--- src/rtl/serial_adder_ctrl_pkg.sv ---
// serial_adder_ctrl_pkg
//   Shared definitions for the nibble-serial adder controller: slice width
//   and FSM state encodings (IDLE=0, ADD=1, DONE=2).
package serial_adder_ctrl_pkg;

  localparam int SLICE_W = 4;

  typedef enum logic [1:0] {
    IDLE = 2'd0,
    ADD  = 2'd1,
    DONE = 2'd2
  } state_t;

endpackage

--- src/rtl/serial_adder_ctrl_adder4.sv ---
// adder_4
//   4-bit ripple-carry adder, the single arithmetic element of the serial
//   adder. One full-adder cell per bit, carry chained LSB to MSB.
// Ports:
//   x, y : 4-bit addends
//   ci   : carry-in
//   s    : 4-bit sum
//   co   : carry-out of bit 3
module adder_4 (
  input  logic [3:0] x,
  input  logic [3:0] y,
  input  logic       ci,
  output logic [3:0] s,
  output logic       co
);

  logic [4:0] c;

  assign c[0] = ci;

  for (genvar i = 0; i < 4; i++) begin : g_fa
    assign s[i]   = x[i] ^ y[i] ^ c[i];
    assign c[i+1] = (x[i] & y[i]) | (c[i] & (x[i] ^ y[i]));
  end

  assign co = c[4];

endmodule

--- src/rtl/serial_adder_ctrl.sv ---
// serial_adder_ctrl
//   Nibble-serial add/subtract unit. Operands are captured on an accepted
//   start, then one 4-bit slice per clock is summed through a single shared
//   adder_4, LSB slice first. Subtraction is a + ~b + 1.
// Parameters:
//   NIBBLES : number of 4-bit slices per operand (W = 4*NIBBLES)
// Ports:
//   clk, rst     : clock, asynchronous active-high reset
//   start        : begin an operation (sampled in IDLE only)
//   sub, cin     : op select (1 = a-b) and carry-in for add
//   a, b         : W-bit operands
//   result       : W-bit sum/difference, held until next accepted start
//   cout, ovf    : final carry (sub: 1 = no borrow), signed overflow
//   zero         : result == 0
//   busy, done   : not idle, one-cycle result-valid pulse
module serial_adder_ctrl
  import serial_adder_ctrl_pkg::*;
#(
  parameter int NIBBLES = 4
) (
  input  logic                     clk,
  input  logic                     rst,
  input  logic                     start,
  input  logic                     sub,
  input  logic                     cin,
  input  logic [SLICE_W*NIBBLES-1:0] a,
  input  logic [SLICE_W*NIBBLES-1:0] b,
  output logic [SLICE_W*NIBBLES-1:0] result,
  output logic                     cout,
  output logic                     ovf,
  output logic                     zero,
  output logic                     busy,
  output logic                     done
);

  localparam int W  = SLICE_W * NIBBLES;
  localparam int CW = (NIBBLES > 1) ? $clog2(NIBBLES) : 1;

  state_t              state, state_nxt;
  logic [CW-1:0]       cnt;
  logic                carry;
  logic [W-1:0]        a_q, b_q;     // b_q already holds ~b for subtract
  logic [SLICE_W-1:0]  a_nib, b_nib, sum_nib;
  logic                co_nib;
  logic                last;
  logic [W-1:0]        result_nxt;

  // Slice operand mux; the one adder is reused for every nibble.
  assign a_nib = a_q[cnt*SLICE_W +: SLICE_W];
  assign b_nib = b_q[cnt*SLICE_W +: SLICE_W];
  assign last  = (cnt == CW'(NIBBLES-1));

  adder_4 u_add (
    .x  (a_nib),
    .y  (b_nib),
    .ci (carry),
    .s  (sum_nib),
    .co (co_nib)
  );

  // Result as it will look after this slice is written; lets the zero flag
  // settle in the same edge as the final nibble.
  always_comb begin
    result_nxt = result;
    result_nxt[cnt*SLICE_W +: SLICE_W] = sum_nib;
  end

  // State register
  always_ff @(posedge clk or posedge rst) begin
    if (rst) state <= IDLE;
    else     state <= state_nxt;
  end

  // Next-state logic
  always_comb begin
    state_nxt = state;
    case (state)
      IDLE:    if (start) state_nxt = ADD;
      ADD:     if (last)  state_nxt = DONE;
      DONE:    state_nxt = IDLE;
      default: state_nxt = IDLE;
    endcase
  end

  // Outputs decoded from state
  always_comb begin
    busy = (state != IDLE);
    done = (state == DONE);
  end

  // Datapath. The op select is folded into b_q and carry at capture, so
  // nothing downstream needs to know whether this is add or subtract.
  always_ff @(posedge clk or posedge rst) begin
    if (rst) begin
      cnt    <= '0;
      carry  <= 1'b0;
      a_q    <= '0;
      b_q    <= '0;
      result <= '0;
      cout   <= 1'b0;
      ovf    <= 1'b0;
      zero   <= 1'b0;
    end else begin
      case (state)
        IDLE: if (start) begin
          a_q   <= a;
          b_q   <= sub ? ~b : b;
          carry <= sub ? 1'b1 : cin;
          cnt   <= '0;
        end
        ADD: begin
          result <= result_nxt;
          carry  <= co_nib;
          cnt    <= cnt + 1'b1;
          if (last) begin
            cout <= co_nib;
            ovf  <= (a_q[W-1] == b_q[W-1]) && (sum_nib[SLICE_W-1] != a_q[W-1]);
            zero <= (result_nxt == '0);
          end
        end
        default: ;
      endcase
    end
  end

endmodule

--- config.mk ---
export PLATFORM = sky130hd
export DESIGN_NAME = serial_adder_ctrl
export DESIGN_NICKNAME = d
export VERILOG_FILES = /design/src/rtl/serial_adder_ctrl_pkg.sv /design/src/rtl/serial_adder_ctrl_adder4.sv /design/src/rtl/serial_adder_ctrl.sv
export SDC_FILE = /design/constraint.sdc
export NUM_CORES = 1
export LEC_CHECK = 0
export BUFFER_PORTS_ARGS = -buffer_cell sky130_fd_sc_hd__buf_4
export CORE_AREA = 2 2 79 74
export CTS_CLUSTER_SIZE = 8
export DETAILED_ROUTE_END_ITERATION = 10
export DIE_AREA = 0 0 81 76
export GPL_TIMING_DRIVEN = 1
export PLACE_DENSITY = 0.78
export SLEW_MARGIN = 10
export SYNTH_ARGS = -nofsm -noshare
export SYNTH_HDL_FRONTEND = slang
export SYNTH_SLANG_ARGS = --single-unit
--- constraint.sdc ---
create_clock -name clk -period 4.5 [get_ports clk]
set_input_delay 0.45 -clock clk [delete_from_list [all_inputs] [get_ports clk]]
set_output_delay 0.45 -clock clk [all_outputs]
set_load 0.03 [all_outputs]
==> run_summary.xml, run 1 <==
<?xml version="1.0" encoding="UTF-8"?>
<metrics>
  <group name="outcome">
    <metric name="outcome" unit="">finished clean</metric>
  </group>
  <group name="timing">
    <metric name="slew_headroom" unit="%">21.93</metric>
    <metric name="final_period_minus_worst_setup_slack" unit="ns">3.689</metric>
    <metric name="drv_slew" unit="">0</metric>
    <metric name="crit_share_post_route" unit="%">81.97</metric>
    <metric name="timing.fmax" unit="MHz">271.1</metric>
    <metric name="totalNegativeSetupSlack" unit="ns">0</metric>
    <metric name="rsz0062_at_grt" unit="">no</metric>
    <metric name="final-hold-violation-count" unit="">0</metric>
    <metric name="clock-skew-final" unit="ns">0.01069</metric>
    <metric name="transition_time_at_the_pin_with_the_least_slew_margin" unit="ns">1.169</metric>
    <metric name="setup_violations" unit="">0</metric>
  </group>
  <group name="synthesis">
    <metric name="synth_xor_xnor_area_share" unit="%">4.940</metric>
    <metric name="ys_ff_latch" unit="">56</metric>
    <metric name="syn_std_cell_area" unit="µm²">2836</metric>
    <metric name="synth_warnings" unit="">0</metric>
    <metric name="synth_enable_flop_cells" unit="">0</metric>
    <metric name="synthesis.area_per_instance" unit="µm²">11.44</metric>
    <metric name="distinct_cells_synth" unit="">42</metric>
    <metric name="synth_top_family_by_area" unit="">multiplexers</metric>
    <metric name="dominantRegCellSynth" unit="">dfrtp_1</metric>
    <metric name="ys_async_sr_fraction" unit="%">100.0</metric>
    <metric name="synthesis.nets" unit="">295</metric>
    <metric name="synth_compound_gate_area_share" unit="%">11.25</metric>
    <metric name="synth_adder_area_share" unit="%">5.470</metric>
    <metric name="synth_cells" unit="">248</metric>
    <metric name="synthMuxAreaShare" unit="%">13.45</metric>
    <metric name="yosys.area_share.simple" unit="%">11.07</metric>
    <metric name="yosysSeqAreaShare" unit="%">49.40</metric>
  </group>
  <group name="detailed_routing">
    <metric name="starting_drt_drc_count" unit="">110</metric>
    <metric name="routed_wire_length_per_instance" unit="µm">15.75</metric>
    <metric name="via_count" unit="">2020</metric>
    <metric name="viasPerCell" unit="">5.430</metric>
    <metric name="drt_first_pass_iters" unit="">4</metric>
    <metric name="totalWireLength" unit="µm">5859</metric>
    <metric name="postRouteAntennaNets" unit="">0</metric>
    <metric name="drcViolationCount" unit="">0</metric>
  </group>
  <group name="setup_path">
    <metric name="crit_path_end_kind" unit="">flop</metric>
    <metric name="path_max_fanout" unit="">8</metric>
    <metric name="reg2reg_from" unit="">cnt[0]$_DFFE_PP0P_</metric>
    <metric name="worst_ep_arrival_time" unit="ns">3.94</metric>
    <metric name="worstSetupStartpoint" unit="">cnt[0]$_DFFE_PP0P_</metric>
    <metric name="worst-r2r-cell-count" unit="">13</metric>
    <metric name="critical_path.startpoint_type" unit="">flop</metric>
    <metric name="timing.critical_path.required" unit="ns">4.75</metric>
    <metric name="critical_path_class" unit="">flop to flop</metric>
  </group>
  <group name="power">
    <metric name="max-vdd-ir-drop" unit="µV">491.5</metric>
    <metric name="combinationalPowerShare" unit="%">57.3</metric>
    <metric name="sw_frac_of_total" unit="%">44.78</metric>
    <metric name="power.net_switching" unit="mW">1.226</metric>
    <metric name="power_per_cell_area" unit="nW/µm²">805.9</metric>
    <metric name="power_leakage" unit="nW">1.535</metric>
    <metric name="clock_power_share" unit="%">9.9</metric>
    <metric name="cellInternalPower" unit="mW">1.511</metric>
    <metric name="pwr-share-seq" unit="%">32.7</metric>
  </group>
  <group name="global_route">
    <metric name="first_pass_grt_wire_length" unit="µm">10020</metric>
    <metric name="grt_max_degree" unit="">57</metric>
    <metric name="vias_in_the_first_global_route" unit="">2044</metric>
    <metric name="grt_remaining_overflow" unit="">0</metric>
    <metric name="initial_antenna_violation_count" unit="">0</metric>
    <metric name="grt.total_usage" unit="%">20.86</metric>
  </group>
  <group name="clock_network">
    <metric name="cts.repair.resized" unit="">0</metric>
    <metric name="cts-buffers-inserted" unit="">5</metric>
    <metric name="htreeDepth" unit="">2</metric>
    <metric name="cts.clk_slew.worst_paths" unit="ns">0.10</metric>
    <metric name="clk_path_buf_depth" unit="">2</metric>
    <metric name="cts_num_sinks" unit="">56</metric>
    <metric name="cts_setup_buffers" unit="">0</metric>
    <metric name="clockRootBuffer" unit="">clkbuf_8</metric>
    <metric name="cts_hold_buf" unit="">0</metric>
    <metric name="clkLatencyLatePin" unit="ns">0.31</metric>
    <metric name="tritoncts_clock_tree" unit="">done</metric>
  </group>
  <group name="job">
    <metric name="max_capacitance_violation_count" unit="">0</metric>
  </group>
  <group name="die">
    <metric name="fp.dieArea" unit="µm²">6156</metric>
    <metric name="io_pins" unit="">58</metric>
    <metric name="fp.dieH" unit="µm">76</metric>
    <metric name="core_area" unit="µm²">5400</metric>
    <metric name="core.rowCount" unit="">26</metric>
    <metric name="floorplan.initialDensity" unit="%">52.53</metric>
    <metric name="die_w" unit="µm">81</metric>
  </group>
  <group name="worst_hold_path">
    <metric name="min-delay-path-class" unit="">input pin to asynchronous set/reset pin</metric>
  </group>
  <group name="placement">
    <metric name="port_buffers" unit="">57</metric>
    <metric name="placed_cells" unit="">364</metric>
    <metric name="globalplace.congestion" unit="">0.8706</metric>
    <metric name="dp_hpwl" unit="µm">4306</metric>
  </group>
  <group name="cells_and_area">
    <metric name="filler_cell_count_in_the_final_layout" unit="">451</metric>
    <metric name="ff_latch_area" unit="µm²">1401</metric>
    <metric name="area_growth_syn_to_layout" unit="%">19.72</metric>
    <metric name="drive_above_1_share" unit="%">31.46</metric>
    <metric name="final_cells" unit="">372</metric>
    <metric name="antennaDiodeCount" unit="">0</metric>
    <metric name="finish.net_count" unit="">348</metric>
    <metric name="multi_input_area" unit="µm²">1316</metric>
  </group>
</metrics>
[synthesized netlist by cell type, drive strengths merged, types with 5 or more instances]
cell type / n / share of area [%]
xnor2: 16 / 4.9
nand2: 21 / 2.8
dfrtp: 56 / 49
nor2: 23 / 3.0
inv: 14 / 1.9
o21ai: 8 / 1.4
a21oi: 18 / 3.2
mux2: 17 / 6.7
buf: 10 / 2.0
mux4: 8 / 6.4
a32o: 5 / 1.8
a22o: 5 / 1.5
ha: 6 / 2.6
[cells in the final DEF (no fill, tap or decap), types with 2 or more instances in the layout]
| cell type | n |
|---|---|
| a32o_1 | 5 |
| nand2_1 | 21 |
| clkbuf_8 | 5 |
| a21oi_1 | 18 |
| o31ai_1 | 3 |
| nor4_1 | 3 |
| a22o_1 | 5 |
| o21bai_1 | 3 |
| dfrtp_1 | 56 |
| clkinv_2 | 2 |
| o21ai_0 | 7 |
| nand2b_1 | 2 |
| nor3_1 | 3 |
| xnor2_1 | 16 |
| fa_1 | 4 |
| nor2_1 | 23 |
| mux2_1 | 4 |
| mux4_2 | 8 |
| ha_1 | 6 |
| inv_1 | 13 |
| buf_4 | 60 |
| or2_2 | 2 |
| nor2b_1 | 2 |
| mux2_2 | 13 |
[worst paths after layout]
path / endpoint / slack (ns)
max reg2reg: zero$_DFFE_PP0P_ / 0.81
max in group asynchronous: result[8]$_DFFE_PP0P_ / 3.73
max: zero$_DFFE_PP0P_ / 0.81
min reg2reg: a_q[2]$_DFFE_PP0P_ / 0.50
min: cout$_DFFE_PP0P_ / 0.32
min in group clk: a_q[3]$_DFFE_PP0P_ / 0.35
[layout make-up]
class                           count  share of cell area [%]
Timing Repair Buffer               60                   13.26
Sequential cell                    56                   41.27
Clock inverter                      3                  0.5527
Multi-Input combinational cell    164                   38.76
Tap cell                           70                   2.579
Inverter                           14                   1.548
Clock buffer                        5                   2.027
[power groups by stage]
stage	registers (mW)	clock network, mW	logic (mW)
6_report	0.895	0.272	1.57
5_1_grt	0.926	0.302	1.73
4_1_cts	0.897	0.275	1.58
3_5_place_dp	0.906	0	1.57
3_3_place_gp	0.893	0	1.53
2_1_floorplan	0.925	0	1.10
[worst max-delay path: stages, from the launching register on]
cell and delay, ns:
dfrtp_1 0.59, mux4_2 0.55, inv_1 0.10, fa_1 0.17, inv_1 0.05, fa_1 0.37
inv_1 0.08, fa_1 0.16, inv_1 0.05, fa_1 0.57, or2_2 0.32, a21o_1 0.17
a222oi_1 0.26, a32o_1 0.20
[routing by layer]
metal | routed length (µm) | up-vias | track usage (%)
met5 | 0 | - | 0
met4 | 36 | 0 | 5.085
met3 | 255 | 4 | 3.555
met2 | 2922 | 56 | 32.98
met1 | 2644 | 991 | 30.19
li1 | - | 969 | -
[state kept, by name, indices dropped and copies added, names as in the netlist]
name,cells
zero,1
ovf,1
result,16
a_q,16
state,2
cnt,2
cout,1
carry,1
b_q,16
[metrics by stage]
step	util [%]	cell area [µm²]	setup slack, ns	power, mW	hold WS, ns
after floorplan	-	2836	0.7984	2.023	0.4533
after global placement	61.26	3308	0.9166	2.426	0.4730
after detailed placement	61.26	3308	0.8146	2.474	0.4770
after CTS	62.88	3396	0.7647	2.752	0.3516
after global routing	62.88	3396	0.6131	2.954	0.3497
final	62.88	3396	0.8113	2.737	0.3225
[cells by family (layout without fill, tap and decap cells)]
kind of cell    Yosys count  after routing
compound gates           48             48
xor+xnor                 16             16
fa+ha+maj                10             10
buf+inv                  28             82
flops                    56             56
mux                      26             26
simple gates             64             64
Power figures use the tool's default switching activity.
==> inputs of run 2 (changes only) <==
- clock period: 4.5 -> 3.5 ns (I/O delays scaled with it)
==> run_summary.xml, run 2 (synthesis results as in run 1) <==
<?xml version="1.0" encoding="UTF-8"?>
<metrics>
  <group name="setup_path">
    <metric name="worst_ep_arrival_time" unit="ns">3.59</metric>
    <metric name="timing.critical_path.required" unit="ns">3.76</metric>
    <metric name="crit_path_end_kind" unit="">flop</metric>
    <metric name="path_max_fanout" unit="">4</metric>
    <metric name="critical_path.startpoint_type" unit="">flop</metric>
    <metric name="reg2reg_from" unit="">cnt[0]$_DFFE_PP0P_</metric>
    <metric name="r2r_setup_slack" unit="ns">0.17</metric>
    <metric name="timing.rr.end" unit="">zero$_DFFE_PP0P_</metric>
    <metric name="worst-r2r-cell-count" unit="">13</metric>
    <metric name="critical_path_class" unit="">flop to flop</metric>
  </group>
  <group name="detailed_routing">
    <metric name="postRouteAntennaNets" unit="">0</metric>
    <metric name="drt_first_pass_iters" unit="">4</metric>
    <metric name="totalWireLength" unit="µm">6081</metric>
    <metric name="starting_drt_drc_count" unit="">121</metric>
    <metric name="viasPerCell" unit="">5.333</metric>
    <metric name="routed_wire_length_per_instance" unit="µm">16.09</metric>
    <metric name="via_count" unit="">2016</metric>
    <metric name="drcViolationCount" unit="">0</metric>
  </group>
  <group name="timing">
    <metric name="timing.fmax" unit="MHz">300.1</metric>
    <metric name="clock-skew-final" unit="ns">0.01068</metric>
    <metric name="drv_slew" unit="">0</metric>
    <metric name="final-hold-violation-count" unit="">0</metric>
    <metric name="totalNegativeSetupSlack" unit="ns">0</metric>
    <metric name="fin_worst_hold_slack" unit="ns">0.1032</metric>
    <metric name="slew_headroom" unit="%">34.59</metric>
    <metric name="rsz0062_at_grt" unit="">no</metric>
    <metric name="crit_share_post_route" unit="%">95.21</metric>
    <metric name="transition_time_at_the_pin_with_the_least_slew_margin" unit="ns">0.9801</metric>
    <metric name="final_period_minus_worst_setup_slack" unit="ns">3.332</metric>
    <metric name="setup_violations" unit="">0</metric>
  </group>
  <group name="cells_and_area">
    <metric name="ff_latch_area" unit="µm²">1403</metric>
    <metric name="final_core_util" unit="%">64.04</metric>
    <metric name="largest_registers" unit="">a_q: 16 flops, b_q: 16 flops, result: 16 flops</metric>
    <metric name="final_design_area_no_fill" unit="µm²">3458</metric>
    <metric name="layout.cells.most_common" unit="">buf_4</metric>
    <metric name="multi_input_area" unit="µm²">1326</metric>
    <metric name="drive_above_1_share" unit="%">35.39</metric>
    <metric name="area_growth_syn_to_layout" unit="%">21.92</metric>
    <metric name="layout_common_cells" unit="">66 x buf_4, 55 x dfrtp_1, 23 x nor2_1</metric>
    <metric name="filler_cell_count_in_the_final_layout" unit="">435</metric>
    <metric name="finish.net_count" unit="">354</metric>
    <metric name="antennaDiodeCount" unit="">0</metric>
  </group>
  <group name="clock_network">
    <metric name="clockRootBuffer" unit="">clkbuf_8</metric>
    <metric name="tritoncts_clock_tree" unit="">done</metric>
    <metric name="htreeDepth" unit="">2</metric>
    <metric name="cts.clk_slew.worst_paths" unit="ns">0.10</metric>
    <metric name="cts-buffers-inserted" unit="">5</metric>
    <metric name="clkLatencyLatePin" unit="ns">0.31</metric>
    <metric name="cts_num_sinks" unit="">56</metric>
    <metric name="clk_path_buf_depth" unit="">2</metric>
    <metric name="cts_setup_buffers" unit="">0</metric>
    <metric name="cts_hold_buf" unit="">0</metric>
  </group>
  <group name="placement">
    <metric name="dpl_cell_area" unit="µm²">3363</metric>
    <metric name="globalplace.congestion" unit="">0.9153</metric>
    <metric name="dp_hpwl" unit="µm">4558</metric>
    <metric name="port_buffers" unit="">57</metric>
  </group>
  <group name="power">
    <metric name="power_leakage" unit="nW">1.553</metric>
    <metric name="total_power" unit="mW">3.742</metric>
    <metric name="power_per_cell_area" unit="nW/µm²">1082</metric>
    <metric name="max-vdd-ir-drop" unit="µV">707.3</metric>
  </group>
  <group name="worst_hold_path">
    <metric name="min-delay-path-class" unit="">input pin to asynchronous set/reset pin</metric>
  </group>
  <group name="global_route">
    <metric name="first_pass_grt_wire_length" unit="µm">10160</metric>
    <metric name="grt_max_degree" unit="">30</metric>
    <metric name="grt.total_usage" unit="%">21.63</metric>
    <metric name="vias_in_the_first_global_route" unit="">2096</metric>
    <metric name="initial_antenna_violation_count" unit="">0</metric>
    <metric name="grt_remaining_overflow" unit="">0</metric>
  </group>
  <group name="die">
    <metric name="die_w" unit="µm">81</metric>
    <metric name="fp.dieArea" unit="µm²">6156</metric>
    <metric name="floorplan.initialDensity" unit="%">52.53</metric>
    <metric name="io_pins" unit="">58</metric>
    <metric name="core_area" unit="µm²">5400</metric>
    <metric name="core.rowCount" unit="">26</metric>
    <metric name="fp.dieH" unit="µm">76</metric>
  </group>
  <group name="outcome">
    <metric name="outcome" unit="">finished clean</metric>
  </group>
  <group name="job">
    <metric name="max_capacitance_violation_count" unit="">0</metric>
  </group>
</metrics>
## run 2: final cells by class
type,instances,area share (%)
Clock buffer,7,2.496
Sequential cell,56,40.56
Timing Repair Buffer,66,14.33
Multi-Input combinational cell,164,38.35
Tap cell,70,2.533
Clock inverter,1,0.2171
Inverter,14,1.520
## run 2: what timing repair did
action                     CTS  global route
hold endpoints to repair     0             0
gates resized for setup      0             1
setup endpoints to repair    0             1
## run 2: routing by layer
layer | GRT usage (%) | part of all wire, %
met5 | 0 | 0
met4 | 5.424 | 0.99
met3 | 4.028 | 3.9
met2 | 36.45 | 50
met1 | 28.77 | 45
## run 2: per-stage QoR
step                setup slack [ns]  cells
finish                        0.1675    378
global route                 0.02566    378
CTS                           0.1055    378
detailed placement            0.1436    370
global placement              0.2331    370
floorplan                   -0.06435    248
## run 2: report_power, final
part	switching (mW)	internal, mW	leakage, nW
logic	1.24	1.01	0.829
registers	0.193	0.927	0.679
clock network	0.207	0.161	0.0445
total	1.64	2.10	1.55
## run 2: worst max-delay path, cell delays in order, from the launching register on
cell	delay, ns
dfrtp_2	0.42
mux4_2	0.51
inv_2	0.08
fa_2	0.19
inv_2	0.04
fa_2	0.36
inv_2	0.07
fa_2	0.19
inv_2	0.04
fa_1	0.47
or2_4	0.24
a21o_1	0.15
a222oi_1	0.31
a32o_1	0.21
## run 2: how the worst max path moves through the flow
stage                       start               end  slack [ns]  cells after the start
2_1_floorplan  cnt[0]$_DFFE_PP0P_  zero$_DFFE_PP0P_       -0.06                     16
3_3_place_gp   cnt[0]$_DFFE_PP0P_  zero$_DFFE_PP0P_        0.23                     13
3_5_place_dp   cnt[0]$_DFFE_PP0P_  zero$_DFFE_PP0P_        0.14                     13
4_1_cts        cnt[0]$_DFFE_PP0P_  zero$_DFFE_PP0P_        0.11                     13
5_1_grt        cnt[0]$_DFFE_PP0P_  zero$_DFFE_PP0P_        0.03                     13
6_report       cnt[0]$_DFFE_PP0P_  zero$_DFFE_PP0P_        0.17                     13
